**config.mk**
```make
export PLATFORM = sky130hd
export DESIGN_NAME = spike_aer_encoder
export DESIGN_NICKNAME = d
export VERILOG_FILES = /design/src/rtl/snn_pkg.sv /design/src/rtl/aer_fifo.sv /design/src/rtl/spike_aer_encoder.sv
export SDC_FILE = /design/constraint.sdc
export NUM_CORES = 1
export LEC_CHECK = 0
export ABC_AREA = 1
export BUFFER_PORTS_ARGS = -buffer_cell sky130_fd_sc_hd__buf_2
export CORE_MARGIN = 1.5
export CORE_UTILIZATION = 23
export CTS_BUF_LIST = sky130_fd_sc_hd__clkbuf_8 sky130_fd_sc_hd__clkbuf_16
export DETAILED_ROUTE_END_ITERATION = 7
export HOLD_SLACK_MARGIN = 0.02
export PLACE_DENSITY = 0.36
export SYNTH_ARGS = -nofsm -noshare
export SYNTH_HDL_FRONTEND = slang
export SYNTH_SLANG_ARGS = --single-unit
```
**constraint.sdc**
```tcl
create_clock -name clk -period 4.4 [get_ports clk]
set_input_delay 0.22 -clock clk [delete_from_list [all_inputs] [get_ports clk]]
set_output_delay 0.22 -clock clk [all_outputs]
set_load 0.02 [all_outputs]
```
**src/rtl/snn_pkg.sv**
```systemverilog
// snn_pkg: shared AER constants, default event type (ts field only with AER_TIMESTAMP_EN)
package snn_pkg;
    localparam int DROP_CNT_W = 8;
    localparam int DROP_MAX = 2 ** DROP_CNT_W - 1;
    localparam int AER_N = 4;
    localparam int AER_AW = $clog2(AER_N);
    localparam int AER_TS_W = 16;
    typedef struct packed {
        logic [AER_AW-1:0] addr;
`ifdef AER_TIMESTAMP_EN
        logic [AER_TS_W-1:0] ts;
`endif
    } aer_event_t;
    function automatic int clog2_min1(input int v);
        return (v <= 2) ? 1 : $clog2(v);
    endfunction
endpackage

```
**src/rtl/aer_fifo.sv**
```systemverilog
// aer_fifo: show-ahead event FIFO; head is visible while valid, zero when empty
module aer_fifo #(
    parameter int W = 2,
    parameter int DEPTH = 4,
    localparam int PW = $clog2(DEPTH),
    localparam int LW = $clog2(DEPTH) + 1
) (
    input  logic          clk,
    input  logic          reset,
    input  logic          push,
    input  logic          pop,
    input  logic [W-1:0]  din,
    output logic [W-1:0]  dout,
    output logic          valid,
    output logic          full,
    output logic [LW-1:0] level
);
    logic [W-1:0] mem [DEPTH];
    logic [PW-1:0] wr_ptr, rd_ptr;
    // storage array needs no reset; empty entries are masked at the output
    always_ff @(posedge clk) begin
        if (push) mem[wr_ptr] <= din;
    end
    // pointers and occupancy; push and pop in one cycle leave the level unchanged
    always_ff @(posedge clk) begin
        if (reset) begin
            wr_ptr <= '0;
            rd_ptr <= '0;
            level  <= '0;
        end else begin
            if (push) wr_ptr <= wr_ptr + 1'b1;
            if (pop) rd_ptr <= rd_ptr + 1'b1;
            level <= level + LW'(push) - LW'(pop);
        end
    end
    assign valid = level != '0;
    assign full  = level == LW'(DEPTH);
    assign dout  = valid ? mem[rd_ptr] : '0;
endmodule

```
**src/rtl/spike_aer_encoder.sv**
```systemverilog
// spike_aer_encoder: round-robin serialiser of spike pulses into AER events; AER_TIMESTAMP_EN adds ev_ts
module spike_aer_encoder
    import snn_pkg::*;
#(
    parameter int N = AER_N,
    parameter int DEPTH = 4,
`ifdef AER_TIMESTAMP_EN
    parameter int TS_W = AER_TS_W,
`endif
    localparam int AW = clog2_min1(N),
    localparam int LW = $clog2(DEPTH) + 1
) (
    input  logic                  clk,
    input  logic                  reset,
    input  logic [N-1:0]          spike_in,
    output logic                  ev_valid,
    input  logic                  ev_ready,
    output logic [AW-1:0]         ev_addr,
`ifdef AER_TIMESTAMP_EN
    output logic [TS_W-1:0]       ev_ts,
`endif
    output logic [LW-1:0]         fifo_level,
    output logic [DROP_CNT_W-1:0] drop_cnt,
    output logic                  overflow
);
    logic [N-1:0] pending, grant, dropped;
    logic [AW-1:0] rr_ptr, gnt_idx;
    logic gnt_any, pop, full, can_accept;
    int drop_sum;
    assign pop        = ev_valid && ev_ready;
    assign can_accept = !full || pop;
    // round-robin search starting just after the last granted neuron
    always_comb begin
        gnt_any = 1'b0;
        gnt_idx = rr_ptr;
        for (int k = 1; k <= N; k++) begin
            if (!gnt_any && can_accept && pending[(int'(rr_ptr) + k) % N]) begin
                gnt_any = 1'b1;
                gnt_idx = AW'((int'(rr_ptr) + k) % N);
            end
        end
        grant = gnt_any ? N'(1) << gnt_idx : '0;
    end
    // a spike on a still-pending, ungranted neuron is lost and must be counted
    always_comb begin
        dropped  = spike_in & pending & ~grant;
        drop_sum = int'(drop_cnt) + $countones(dropped);
    end
    // pending spikes, arbiter pointer and loss bookkeeping
    always_ff @(posedge clk) begin
        if (reset) begin
            pending  <= '0;
            rr_ptr   <= AW'(N - 1);
            drop_cnt <= '0;
            overflow <= 1'b0;
        end else begin
            pending  <= (pending & ~grant) | spike_in;
            if (gnt_any) rr_ptr <= gnt_idx;
            drop_cnt <= (drop_sum > DROP_MAX) ? DROP_CNT_W'(DROP_MAX) : DROP_CNT_W'(drop_sum);
            overflow <= overflow | (|dropped);
        end
    end
`ifdef AER_TIMESTAMP_EN
    localparam int EW = AW + TS_W;
    logic [TS_W-1:0] ts_cnt;
    logic [EW-1:0] din, head;
    // free-running timestamp, sampled into the event on the grant cycle
    always_ff @(posedge clk) begin
        ts_cnt <= reset ? '0 : ts_cnt + 1'b1;
    end
    assign din = {gnt_idx, ts_cnt};
    assign {ev_addr, ev_ts} = head;
`else
    localparam int EW = AW;
    logic [EW-1:0] din, head;
    assign din = gnt_idx;
    assign ev_addr = head;
`endif
    aer_fifo #(.W(EW), .DEPTH(DEPTH)) u_fifo (
        .clk   (clk),
        .reset (reset),
        .push  (gnt_any),
        .pop   (pop),
        .din   (din),
        .dout  (head),
        .valid (ev_valid),
        .full  (full),
        .level (fifo_level)
    );
endmodule
```
==> metrics.log <==
INFO  metric outcome = completed
INFO  metric grt_antenna_before_repair = 0
INFO  metric synth_edf_count = 8
INFO  metric detail_route.wirelength = 3830 um
INFO  metric dieWidth = 92.9 um
INFO  metric r2r-end = drop_cnt[5]
INFO  metric part_of_the_cycle_the_worst_path_needs = 85.4%
INFO  metric synthToLayoutAreaGrowth = 17.4%
INFO  metric setup_tns = 0 ps
INFO  metric clk_tree_root_cell = sky130_fd_sc_hd__clkbuf_8
INFO  metric number_of_global_route_vias_before_repair = 1456
INFO  metric nNetsFinal = 277
INFO  metric timing.critical_path.required = 4610 ps
INFO  metric filler_cell_count = 887
INFO  metric gr-usage-met2 = 16.7%
INFO  metric synthArstFlopShare = 0%
INFO  metric die_area = 0.00863 mm^2
INFO  metric gp_congestion = 0.777
INFO  metric max_clock_freq = 266 MHz
INFO  metric synthesis.area_per_instance = 7.95 um^2
INFO  metric grt_use_met1 = 12.6%
INFO  metric timing_max_transition_violations_final = 0
INFO  metric timing.critical_path.to_type = register
INFO  metric rows = 32
INFO  metric synth.distinct_cells = 25
INFO  metric tritonroute_pass_1_iters = 4
INFO  metric post_drt_wl_per_cell = 10.6 um
INFO  metric critical_path.startpoint = rr_ptr[0]
INFO  metric final_core_utilization = 28.1%
INFO  metric hold_start = spike_in[3]
INFO  metric clock_sink_count = 32
INFO  metric cts_hold_repair.buffers = 0
INFO  metric postSynthNetCount = 252
INFO  metric floorplan.die.height = 92.9 um
INFO  metric synthesis.yosys.warnings = 0
INFO  metric syn-instance-count = 234
INFO  metric antenna_cells_inserted = 0
INFO  metric slew_headroom = 75.6%
INFO  metric global_route.peak_usage_layer = met2
INFO  metric finalSetupViolCount = 0
INFO  metric initialDrtViolationCount = 35
INFO  metric core_area = 0.00777 mm^2
INFO  metric clk-insertion-delay-late = 280 ps
INFO  metric final.setup.worst_slack = 643 ps
INFO  metric vias = 1467
INFO  metric grt_util_all_layers = 9.97%
INFO  metric path_depth_of_the_worst_reg2reg_path = 19
INFO  metric h-tree-depth = 2
INFO  metric numCtsBuffers = 5
INFO  metric drt-vias-per-instance = 4.05
INFO  metric cap_viol_max_count = 0
INFO  metric sequential_area_share_after_synthesis = 38.8%
INFO  metric hold_path.class = primary input to register
INFO  metric timing.hold.worst_path_depth = 3
INFO  metric num_io_pins = 22
INFO  metric cts.reportedPaths.clkPinSlew = 70 ps
INFO  metric hold_viol = 0
INFO  metric synthesis.area = 0.00186 mm^2
INFO  metric drc = 0
INFO  metric place.detailed.hpwl = 2990 um
INFO  metric worst_setup_path_start_kind = register
INFO  metric drive_gt1_share = 23.8%
INFO  metric vdd_drop_max = 0.202 mV
INFO  metric grt_setup_unrepaired = no
INFO  metric dominantRegCellSynth = sky130_fd_sc_hd__dfxtp_1
INFO  metric power_density = 784 mW/mm^2
INFO  metric timing.hold.worst_endpoint = pending[3]
INFO  metric cts_tree = done
INFO  metric grt_pass1_wl = 6740 um
INFO  metric power.total = 0.00171 W
INFO  metric leakagePower = 1.01 nW
INFO  metric cp_data_arrival_time = 3970 ps
INFO  metric met3_usage = 2.55%
INFO  metric cp_max_fo = 13
INFO  metric timing.rr.start = rr_ptr[0]
INFO  metric yosys_register_bits = 32
INFO  metric timing.setup.critical_path_class = register to register
INFO  metric postRouteAntennaNets = 0
INFO  metric initial_core_util = 23.9%
INFO  metric fin_skew = 9.17 ps
INFO  metric remaining_global_route_overflow = 0
INFO  metric seqCellArea = 721 um^2
INFO  metric finalCriticalPeriod = 3760 ps
INFO  metric tightest_slew = 365 ps
INFO  metric dp_slack = 450 ps
INFO  metric total_area_of_multi_input_combinational_cells = 975 um^2
INFO  metric port_buffers = 21
INFO  metric clock_tree.buffer_depth = 2
INFO  metric setup.reg_to_reg.worst_slack = 640 ps
INFO  metric grt_max_degree = 16
power by group:
| group | internal (W) | switching [W] |
|---|---|---|
| sequential | 0.000430 | 0.0000677 |
| combinational | 0.000309 | 0.000622 |
| clock | 0.000168 | 0.000114 |
| total | 0.000907 | 0.000803 |
stage by stage:
stage | instance area (um^2) | hold slack [ps] | instances
after floorplan | 1860 | 289 | 234
after global placement | 2070 | 450 | 354
after detailed placement | 2070 | 455 | 354
after CTS | 2180 | 158 | 362
after global routing | 2180 | 174 | 362
final | 2180 | 169 | 362
worst max path at each step:
stage                        to  slack (ps)
floorplan           drop_cnt[5]        1090
global placement    drop_cnt[5]         550
detailed placement  drop_cnt[5]         450
CTS                 drop_cnt[5]         450
global route        drop_cnt[5]         140
finish              drop_cnt[5]         640
kinds of logic (layout without fill, tap and decap cells):
group	count (synthesis)	count (layout)	share of synthesized area, %
AND/OR/NAND/NOR	112	112	31.6
adder cells (fa/ha/maj)	11	11	9.02
AO/OA/AOI/OAI	33	33	9.15
XOR/XNOR	5	5	2.36
flip-flops	32	32	38.8
buffers and inverters	41	67	9.08
sequential cells by signal (all words and copies together) (netlist names), named ones only:
register,cells
u_fifo.rd_ptr,2
drop_cnt,8
pending,4
overflow,1
rr_ptr,2
u_fifo.wr_ptr,2
u_fifo.mem,8
u_fifo.level,3
cells in the mapped netlist (2+ instances only):
| library cell | instances | share of area [%] |
|---|---|---|
| sky130_fd_sc_hd__nand3_2 | 3 | 1.6 |
| sky130_fd_sc_hd__nor2_1 | 26 | 5.2 |
| sky130_fd_sc_hd__a21oi_1 | 18 | 4.8 |
| sky130_fd_sc_hd__nand2_1 | 43 | 8.7 |
| sky130_fd_sc_hd__inv_2 | 4 | 0.81 |
| sky130_fd_sc_hd__nand2_2 | 16 | 5.4 |
| sky130_fd_sc_hd__nor2_2 | 3 | 1.0 |
| sky130_fd_sc_hd__buf_6 | 2 | 1.2 |
| sky130_fd_sc_hd__nand3_4 | 4 | 3.8 |
| sky130_fd_sc_hd__nand4_1 | 4 | 1.3 |
| sky130_fd_sc_hd__nand3_1 | 9 | 2.4 |
| sky130_fd_sc_hd__edfxtp_1 | 8 | 13 |
| sky130_fd_sc_hd__ha_1 | 7 | 4.7 |
| sky130_fd_sc_hd__nor2_4 | 2 | 1.2 |
| sky130_fd_sc_hd__fa_1 | 4 | 4.3 |
| sky130_fd_sc_hd__a31oi_1 | 2 | 0.67 |
| sky130_fd_sc_hd__dfxtp_1 | 24 | 26 |
| sky130_fd_sc_hd__o21ai_0 | 12 | 3.2 |
| sky130_fd_sc_hd__inv_1 | 34 | 6.9 |
| sky130_fd_sc_hd__xnor2_1 | 2 | 0.94 |
| sky130_fd_sc_hd__xor2_1 | 3 | 1.4 |
cell usage in the layout (no fill, tap or decap), types with 2 or more instances in the layout:
master	synthesis	routed
sky130_fd_sc_hd__nand2_1	43	43
sky130_fd_sc_hd__inv_1	34	34
sky130_fd_sc_hd__nor2_1	26	26
sky130_fd_sc_hd__dfxtp_1	24	24
sky130_fd_sc_hd__buf_2	0	21
sky130_fd_sc_hd__a21oi_1	18	18
sky130_fd_sc_hd__nand2_2	16	16
sky130_fd_sc_hd__o21ai_0	12	12
sky130_fd_sc_hd__nand3_1	9	9
sky130_fd_sc_hd__edfxtp_1	8	8
sky130_fd_sc_hd__ha_1	7	7
sky130_fd_sc_hd__clkbuf_8	0	5
sky130_fd_sc_hd__inv_2	4	4
sky130_fd_sc_hd__nand3_4	4	4
sky130_fd_sc_hd__nand4_1	4	4
sky130_fd_sc_hd__fa_1	4	4
sky130_fd_sc_hd__nand3_2	3	3
sky130_fd_sc_hd__nor2_4	2	3
sky130_fd_sc_hd__xor2_1	3	3
sky130_fd_sc_hd__a31oi_1	2	2
sky130_fd_sc_hd__nor2_2	3	2
sky130_fd_sc_hd__xnor2_1	2	2
worst max-delay path, stage by stage, from the launching register on:
cell and delay (ps):
sky130_fd_sc_hd__dfxtp_1 540, sky130_fd_sc_hd__inv_2 160, sky130_fd_sc_hd__nand2_1 110, sky130_fd_sc_hd__nand3_1 110, sky130_fd_sc_hd__nand3_4 150, sky130_fd_sc_hd__nand3_2 100
sky130_fd_sc_hd__nor2_4 230, sky130_fd_sc_hd__inv_1 130, sky130_fd_sc_hd__nand4_2 120, sky130_fd_sc_hd__nand2_1 90, sky130_fd_sc_hd__fa_1 460, sky130_fd_sc_hd__fa_1 420
sky130_fd_sc_hd__inv_1 90, sky130_fd_sc_hd__fa_1 210, sky130_fd_sc_hd__nand3_1 120, sky130_fd_sc_hd__nor2_1 120, sky130_fd_sc_hd__nand2_1 100, sky130_fd_sc_hd__nor2_1 100
sky130_fd_sc_hd__nand2_1 160, sky130_fd_sc_hd__a21oi_1 170
repair_timing:
action / CTS / global route
setup buffers: 0 / 0
endpoints found under the setup margin: 0 / 1
resized for setup: 0 / 1
routing by layer:
metal	routed length (um)	up-vias	part of all wire (%)
met1	1910	646	50
met4	41	0	1.1
met2	1750	21	46
li1	-	793	-
met5	0	-	0
met3	125	7	3.3
layout make-up:
cell class                      count  area share (%)
Sequential cell                    32            33.0
Multi-Input combinational cell    161            44.7
Clock buffer                        5            3.15
Inverter                           38            6.54
Tap cell                          102            5.85
Clock inverter                      3            1.95
Timing Repair Buffer               21            4.82
Power figures use the tool's default switching activity.
